===== config.mk =====
export PLATFORM = sky130hd
export DESIGN_NAME = aes128_key_expand
export DESIGN_NICKNAME = d
export VERILOG_FILES = /design/src/rtl/aes128_key_expand.sv
export SDC_FILE = /design/constraint.sdc
export NUM_CORES = 2
export LEC_CHECK = 0
export ABC_CLOCK_PERIOD_IN_PS = 16500
export BUFFER_PORTS_ARGS = -buffer_cell sky130_fd_sc_hd__buf_4
export CAP_MARGIN = 25
export CORE_MARGIN = 1.5
export CORE_UTILIZATION = 40
export CTS_BUF_LIST = sky130_fd_sc_hd__clkbuf_2 sky130_fd_sc_hd__clkbuf_4 sky130_fd_sc_hd__clkbuf_8
export CTS_CLUSTER_SIZE = 28
export DETAILED_ROUTE_END_ITERATION = 10
export PLACE_DENSITY = 0.57
export SLEW_MARGIN = 5
export SYNTH_ARGS = -nofsm -noshare
export SYNTH_HDL_FRONTEND = slang
export SYNTH_SLANG_ARGS = --single-unit

===== constraint.sdc =====
create_clock -name clk -period 16.5 [get_ports clk]
set_input_delay 1.65 -clock clk [delete_from_list [all_inputs] [get_ports clk]]
set_output_delay 1.65 -clock clk [all_outputs]
set_load 0.005 [all_outputs]

===== src/rtl/aes128_key_expand.sv =====
// Iterative AES-128 key schedule: stores round keys 0..10 behind a combinational read port.
// Round keys complete 10 cycles after key accept; key_ready is low for the whole expansion and key is never queued.
module aes128_key_expand (
  input  logic         clk,
  input  logic         reset,
  input  logic         key_valid,
  input  logic [127:0] key,
  output logic         key_ready,
  output logic         keys_valid,
  output logic         busy,
  input  logic [3:0]   rk_round,
  output logic [127:0] rk_data
);

  typedef enum logic [1:0] {IDLE, EXPAND, VALID} state_t;

  localparam logic [7:0] SBOX [0:255] = '{
    8'h63, 8'h7c, 8'h77, 8'h7b, 8'hf2, 8'h6b, 8'h6f, 8'hc5, 8'h30, 8'h01, 8'h67, 8'h2b, 8'hfe, 8'hd7, 8'hab, 8'h76,
    8'hca, 8'h82, 8'hc9, 8'h7d, 8'hfa, 8'h59, 8'h47, 8'hf0, 8'had, 8'hd4, 8'ha2, 8'haf, 8'h9c, 8'ha4, 8'h72, 8'hc0,
    8'hb7, 8'hfd, 8'h93, 8'h26, 8'h36, 8'h3f, 8'hf7, 8'hcc, 8'h34, 8'ha5, 8'he5, 8'hf1, 8'h71, 8'hd8, 8'h31, 8'h15,
    8'h04, 8'hc7, 8'h23, 8'hc3, 8'h18, 8'h96, 8'h05, 8'h9a, 8'h07, 8'h12, 8'h80, 8'he2, 8'heb, 8'h27, 8'hb2, 8'h75,
    8'h09, 8'h83, 8'h2c, 8'h1a, 8'h1b, 8'h6e, 8'h5a, 8'ha0, 8'h52, 8'h3b, 8'hd6, 8'hb3, 8'h29, 8'he3, 8'h2f, 8'h84,
    8'h53, 8'hd1, 8'h00, 8'hed, 8'h20, 8'hfc, 8'hb1, 8'h5b, 8'h6a, 8'hcb, 8'hbe, 8'h39, 8'h4a, 8'h4c, 8'h58, 8'hcf,
    8'hd0, 8'hef, 8'haa, 8'hfb, 8'h43, 8'h4d, 8'h33, 8'h85, 8'h45, 8'hf9, 8'h02, 8'h7f, 8'h50, 8'h3c, 8'h9f, 8'ha8,
    8'h51, 8'ha3, 8'h40, 8'h8f, 8'h92, 8'h9d, 8'h38, 8'hf5, 8'hbc, 8'hb6, 8'hda, 8'h21, 8'h10, 8'hff, 8'hf3, 8'hd2,
    8'hcd, 8'h0c, 8'h13, 8'hec, 8'h5f, 8'h97, 8'h44, 8'h17, 8'hc4, 8'ha7, 8'h7e, 8'h3d, 8'h64, 8'h5d, 8'h19, 8'h73,
    8'h60, 8'h81, 8'h4f, 8'hdc, 8'h22, 8'h2a, 8'h90, 8'h88, 8'h46, 8'hee, 8'hb8, 8'h14, 8'hde, 8'h5e, 8'h0b, 8'hdb,
    8'he0, 8'h32, 8'h3a, 8'h0a, 8'h49, 8'h06, 8'h24, 8'h5c, 8'hc2, 8'hd3, 8'hac, 8'h62, 8'h91, 8'h95, 8'he4, 8'h79,
    8'he7, 8'hc8, 8'h37, 8'h6d, 8'h8d, 8'hd5, 8'h4e, 8'ha9, 8'h6c, 8'h56, 8'hf4, 8'hea, 8'h65, 8'h7a, 8'hae, 8'h08,
    8'hba, 8'h78, 8'h25, 8'h2e, 8'h1c, 8'ha6, 8'hb4, 8'hc6, 8'he8, 8'hdd, 8'h74, 8'h1f, 8'h4b, 8'hbd, 8'h8b, 8'h8a,
    8'h70, 8'h3e, 8'hb5, 8'h66, 8'h48, 8'h03, 8'hf6, 8'h0e, 8'h61, 8'h35, 8'h57, 8'hb9, 8'h86, 8'hc1, 8'h1d, 8'h9e,
    8'he1, 8'hf8, 8'h98, 8'h11, 8'h69, 8'hd9, 8'h8e, 8'h94, 8'h9b, 8'h1e, 8'h87, 8'he9, 8'hce, 8'h55, 8'h28, 8'hdf,
    8'h8c, 8'ha1, 8'h89, 8'h0d, 8'hbf, 8'he6, 8'h42, 8'h68, 8'h41, 8'h99, 8'h2d, 8'h0f, 8'hb0, 8'h54, 8'hbb, 8'h16
  };

  state_t       state;
  logic [3:0]   cnt;
  logic [7:0]   rcon;
  logic [127:0] rk [0:10];

  logic [3:0]   prev_idx;
  logic [127:0] prev;
  logic [31:0]  rot;
  logic [31:0]  t;
  logic [31:0]  n0, n1, n2, n3;
  logic [7:0]   rcon_next;

  // cnt is 1..10 while expanding; the clamp only matters for the idle value of 0
  always_comb begin
    prev_idx  = (cnt == 4'd0) ? 4'd0 : cnt - 4'd1;
    prev      = rk[prev_idx];
    rot       = {prev[23:0], prev[31:24]};
    t         = {SBOX[rot[31:24]] ^ rcon, SBOX[rot[23:16]], SBOX[rot[15:8]], SBOX[rot[7:0]]};
    n0        = prev[127:96] ^ t;
    n1        = prev[95:64] ^ n0;
    n2        = prev[63:32] ^ n1;
    n3        = prev[31:0] ^ n2;
    rcon_next = {rcon[6:0], 1'b0} ^ (8'h1b & {8{rcon[7]}});
  end

  always_comb begin
    rk_data = '0;
    if (rk_round <= 4'd10) rk_data = rk[rk_round];
  end

  always_ff @(posedge clk) begin
    if (reset) begin
      state      <= IDLE;
      cnt        <= '0;
      rcon       <= '0;
      key_ready  <= 1'b1;
      busy       <= 1'b0;
      keys_valid <= 1'b0;
      for (int i = 0; i < 11; i++) rk[i] <= '0;
    end else begin
      case (state)
        IDLE, VALID: begin
          if (key_valid) begin
            rk[0]      <= key;
            rcon       <= 8'h01;
            cnt        <= 4'd1;
            state      <= EXPAND;
            key_ready  <= 1'b0;
            busy       <= 1'b1;
            keys_valid <= 1'b0;
          end
        end
        EXPAND: begin
          rk[cnt] <= {n0, n1, n2, n3};
          rcon    <= rcon_next;
          cnt     <= cnt + 4'd1;
          if (cnt == 4'd10) begin
            state      <= VALID;
            key_ready  <= 1'b1;
            busy       <= 1'b0;
            keys_valid <= 1'b1;
          end
        end
        default: begin
          state      <= IDLE;
          key_ready  <= 1'b1;
          busy       <= 1'b0;
          keys_valid <= 1'b0;
        end
      endcase
    end
  end

endmodule


**Yosys cells after proc, flatten, opt, wreduce, memory -nomap -nowiden**

Memory sizes are Yosys's and may differ from the RTL's.
Cells that the tools add are included.

- Bits in read-only memories: 8192
- Memory bits (writable): 1408
- Memories: 5
- Output and inout port bits: 131
- Input port bits: 135
- Logic and storage cells: 78
- Register bits: 17

- Mux-type cells: 37
- $lt $le $gt $ge: 5
- Equal/unequal tests: 5
- Reductions and logical operators: 7
- Bitwise gates (word level): 11
- Add/subtract/negate cells: 2

Memories:

| name | depth | bits a word | rd ports | clocked after memory_dff | wr ports | RTL line | RTL |
|---|---|---|---|---|---|---|---|
| (no name shown) | 256 | 8 | 1 | 0 | 0 | 53 | `t = {SBOX[rot[31:24]] ^ rcon, SBOX[rot[23:16]], SBOX[rot[15:8]], SBOX[rot[7:0]]};` |
| (no name shown) | 256 | 8 | 1 | 0 | 0 | 53 |  |
| (no name shown) | 256 | 8 | 1 | 0 | 0 | 53 |  |
| (no name shown) | 256 | 8 | 1 | 0 | 0 | 53 |  |
| rk | 11 | 128 | 2 | 0 | 11 | 39 | `logic [127:0] rk [0:10];` |

Operators by type and width:

| operator | number |
|---|---|
| $mux 128 | 3 |
| $reduce_or 128->1 | 1 |
| $xor 32x32->32 | 4 |
| $mux 8 | 9 |
| $ge 9x9->1 const B | 4 |
| $not 8->9 | 4 |
| $pmux 8 s2 | 1 |
| $mux 1 | 14 |
| $mux 4 | 3 |
| $pmux 4 s2 | 1 |
| $xor 8x5->8 | 1 |
| $xor 8x8->8 | 1 |
| $pmux 1 s2 | 3 |
| $add 4x1->4 const B | 1 |
| $eq 4x4->1 const B | 1 |
| $le 4x4->1 const B | 1 |
| $logic_not 4->1 | 1 |
| $mux 2 | 2 |
| $ne 2x2->1 const B | 2 |
| $pmux 2 s2 | 1 |
| $reduce_and 2->1 | 2 |
| $sub 4x1->4 const B | 1 |
| $eq 2x1->1 const B | 1 |
| $eq 2x2->1 const B | 1 |
| 4 further kinds | 4 |

**Depth between registers and ports, before layout**

An unclocked memory read counts as a cell.

- Depth in word-level cells: 13
- Gate-level depth with buffers: 38
- Mapped depth without buffers: 21

**Least setup slack after synthesis**

Ideal clock, no wire load.

- Path type: in2reg
- Start point: in reset
- End point: mem rk[12][0] (enable)
- Arrival: 8718 ps
- Setup time: 630 ps
- Stages on the path: 6
- Buffers on the path: 3
- Path slack: 7151 ps
- Required time: 15870 ps
- Cells stage by stage: nor2_1 clkbuf_1 clkbuf_1 buf_1 nand4_1 nor2b_1

RTL lines:

| what | RTL line | RTL |
|---|---|---|
| from (decl) | 5 | `input logic reset,` |
| to (decl) | 39 |  |

==> results.md <==
* Crit path kind: reg2reg
* Post-Route WL at 587500 µm
* Vias in the first global route at 99.89k
* CTS tree: built
* Reg2Reg Depth at 23
* GR Overflow Total at 0
* Max Slew Vio Count at 0
* Post-synthesis mux area share at 0.08793
* First-pass GRT wire length at 805500 µm
* Leakage at 45.56 nW
* FFs w/ async S/R, synth at 0
* Data required time of the worst path at 17.34 ns
* Total vias in the final route at 106.0k
* Syn avg cell area at 10.49 µm²
* Post-CTS Setup Inserts at 0
* Final period utilization at 0.6398
* RSZ-0062 raised after global routing: false
* Max Cap Viol at 0
* Peak supply drop at 0.1029 mV
* Clock transition at path regs at 0.06 ns
* WHS Path Cells at 2
* FF+latch count, synth at 2064
* Antenna Nets Post-Route at 0
* Final Setup Violations at 0
* Yosys warnings at 0
* Cells after Synth at 11.22k
* Synthesized area at 117600 µm²
* Worst EP arrival at 11.40 ns
* Initial Utilization at 0.4031
* Area grow syn2layout at 11.31%
* Via density at 6.882
* Achievable Freq at 94.73 MHz
* DRT Pass-1 Iters at 10
* Routed len/inst at 38.15 µm
* Flop2flop setup slack at 5.94 ns
* Die area at 297400 µm²
* Clock root cell: clkbuf_8
* Fillers at 27.48k
* R2R Path End: rk[11][27]
* Max Used Layer: met5
* Total power at 22.48 mW
* Final min period at 10.56 ns
* # IOs at 266
* Power per standard cell area at 171.7 nW/µm²
* FF-to-FF Start: cnt[0]
* Status: completed
* Wire length on met3 at 81040 µm
* Initial antenna violation count at 21
* Largest family of logic cells by synthesized area: compound AO/OA/AOI/OAI gates
* Core region area at 291800 µm²
* Worst Hold End: rk[10][97]
* Sequential share of the synthesized area at 0.5146
* Yosys cell types at 142
* GRT Util Overall at 0.3796
* Adder-Cell Fraction of Synth Area at 0.006382
* TNS Setup at 0 ns
* Synth Area in Compound Gates at 0.1802
* CTS resizes at 0
* H-tree levels at 5
* Max Buffers Root-to-Sink at 4
* Final core utilization at 0.4487
* Cts bufs inserted at 363
* Worst min-delay path class: reg2reg
* Fin nets at 11.39k
* Worst-Margin Slew at 1.438 ns
* Largest net degree at the start of global routing at 125
* Min-Delay Startpoint: rk[10][97]
* Die width at 545.3 µm
* Die height at 545.3 µm
* CP max FO at 54
* Final Hold Viols at 0
* Clk_lat worst skew at 1.06 ns
* GPL Wtd Cong at 0.9955
* Xor/xnor share of the synthesized area at 0.01926
* Slew Limit Headroom at 0.04111
* Startpoint Class: flop
* CP endpoint kind: flop
* Drt drc at 0
* IO Port Bufs at 265
* Hold-fix buffers, CTS at 0
* Synth Net Count at 11.41k
* M1 WL at 219000 µm
* HPWL Detailed at 352900 µm
* Met2 wire len at 249700 µm
* First-iteration detailed-routing DRC count at 17.78k
* CTS sink cnt at 2064
* Post-synth EDFFs at 1920
* Worst Skew at 0.1232 ns
* Layout cells sized above 1 at 0.1652
* Most common flop cell mapped by yosys: edfxtp_1
* Synth Area in Simple Gates at 0.1420
* Placement row count at 198
cell usage after synthesis, types with 26 or more instances:
library cell | n | area share
mux2i_1 | 366 | 0.031
inv_1 | 188 | 0.0060
o21ai_0 | 579 | 0.025
nor4_1 | 41 | 0.0022
nor2_1 | 1455 | 0.046
or3_1 | 41 | 0.0022
o22ai_1 | 33 | 0.0018
ha_1 | 60 | 0.0064
xnor2_1 | 128 | 0.0095
a22o_1 | 119 | 0.0089
o21ai_1 | 29 | 0.0012
buf_6 | 39 | 0.0037
nand3_1 | 190 | 0.0081
o211ai_1 | 127 | 0.0081
clkbuf_1 | 482 | 0.015
o32ai_1 | 26 | 0.0019
a311oi_1 | 55 | 0.0041
and3_1 | 34 | 0.0018
a221oi_1 | 301 | 0.022
a21oi_1 | 665 | 0.028
o2111ai_1 | 43 | 0.0032
buf_2 | 341 | 0.015
nand4_1 | 45 | 0.0024
o311ai_0 | 42 | 0.0031
a31oi_1 | 144 | 0.0077
nand3b_1 | 26 | 0.0017
and2_1 | 49 | 0.0026
a22oi_1 | 55 | 0.0035
edfxtp_1 | 1920 | 0.49
buf_4 | 91 | 0.0058
nand2b_1 | 53 | 0.0028
nand2_1 | 1567 | 0.050
a211o_1 | 44 | 0.0033
o221ai_1 | 39 | 0.0029
mux4_2 | 265 | 0.051
buf_1 | 119 | 0.0038
a2111oi_0 | 37 | 0.0028
nor2b_1 | 42 | 0.0022
mux2_2 | 61 | 0.0058
o31ai_1 | 41 | 0.0026
nor3_1 | 262 | 0.011
a211oi_1 | 229 | 0.015
xor2_1 | 44 | 0.0033
dfxtp_1 | 144 | 0.025
kinds of logic after synthesis:
| logic type | after synthesis |
|---|---|
| mux | 694 |
| compound gates | 2999 |
| xor+xnor | 213 |
| flops | 2064 |
| buf+inv | 1273 |
| fa+ha+maj | 60 |
| simple gates | 3913 |
sequential cells by signal, summed over array words and instances, names as in the netlist:
name        cells
busy            1
cnt             4
key_ready       1
keys_valid      1
rcon            8
rk           2048
state           1
power breakdown:
part | internal (mW) | switching [mW]
clock network | 2.66 | 2.28
registers | 6.20 | 0.146
logic | 2.93 | 8.27
stage by stage:
stage | instance area [µm²] | std cells | hold WS, ns | setup WS (ns)
detailed placement | 123300 | 14710 | 0.4610 | 6.507
global placement | 123000 | 14680 | 0.4552 | 6.500
global route | 130900 | 15390 | 0.4921 | 5.927
CTS | 130700 | 15360 | 0.4726 | 6.477
finish | 130900 | 15400 | 0.4751 | 5.944
floorplan | 117600 | 11220 | 0.4385 | 7.151
cell type report:
class | count | area (µm²) | area share
Antenna cell | 15 | 37.54 | 0.0002867
Clock buffer | 531 | 6495 | 0.04960
Clock inverter | 127 | 875.8 | 0.006689
Inverter | 201 | 755.7 | 0.005772
Multi-Input combinational cell | 7879 | 51870 | 0.3961
Sequential cell | 2064 | 60540 | 0.4624
Tap cell | 3900 | 4880 | 0.03727
Timing Repair Buffer | 681 | 5482 | 0.04186
critical path: stages, from the launching register on:
cell and delay [ns]:
dfxtp_4 0.41, clkinv_2 0.44, ha_1 0.56, buf_4 0.31, nor3b_4 0.21, buf_4 0.37, nor2_4 0.20, buf_4 0.47
buf_4 0.71, a221o_1 0.53, a22o_2 0.67, buf_4 0.64, nand2_1 0.41, and3_1 0.31, o32a_1 0.37, o32ai_1 0.30
o311ai_1 0.15, buf_2 0.24, buf_4 0.17, xnor2_2 0.76, xnor2_1 0.42, xnor2_1 0.87, a22oi_2 0.31, inv_1 0.26
worst max-delay path by stage:
stage	end	start	depth (start not counted)	slack [ns]
finish	rk[11][27]	cnt[0]	23	5.94
floorplan	rk[12][0]	reset	6	7.15
CTS	rk[11][27]	cnt[0]	23	6.48
detailed placement	rk[12][27]	cnt[0]	23	6.51
global placement	rk[13][27]	cnt[0]	22	6.50
global route	rk[13][42]	cnt[0]	22	5.93
layer usage:
metal  up-vias  track usage
li1      42350            -
met1     52860       0.5061
met2      9098       0.5558
met3      1660       0.1074
met4         6       0.2082
met5         -            0
cell usage in the layout, fill, tap and decap left out, types with 123 or more instances in the layout:
| master | instances |
|---|---|
| clkbuf_8 | 401 |
| edfxtp_1 | 1920 |
| buf_4 | 639 |
| mux2i_1 | 366 |
| inv_1 | 186 |
| dfxtp_1 | 143 |
| nor3_1 | 260 |
| nor2_1 | 1442 |
| mux4_2 | 265 |
| nand2_1 | 1557 |
| nand3_1 | 189 |
| xnor2_1 | 123 |
| o211ai_1 | 127 |
| a221oi_1 | 300 |
| a31oi_1 | 134 |
| o21ai_0 | 573 |
| a211oi_1 | 226 |
| a21oi_1 | 663 |
| clkbuf_4 | 134 |
Power figures use the tool's default switching activity.
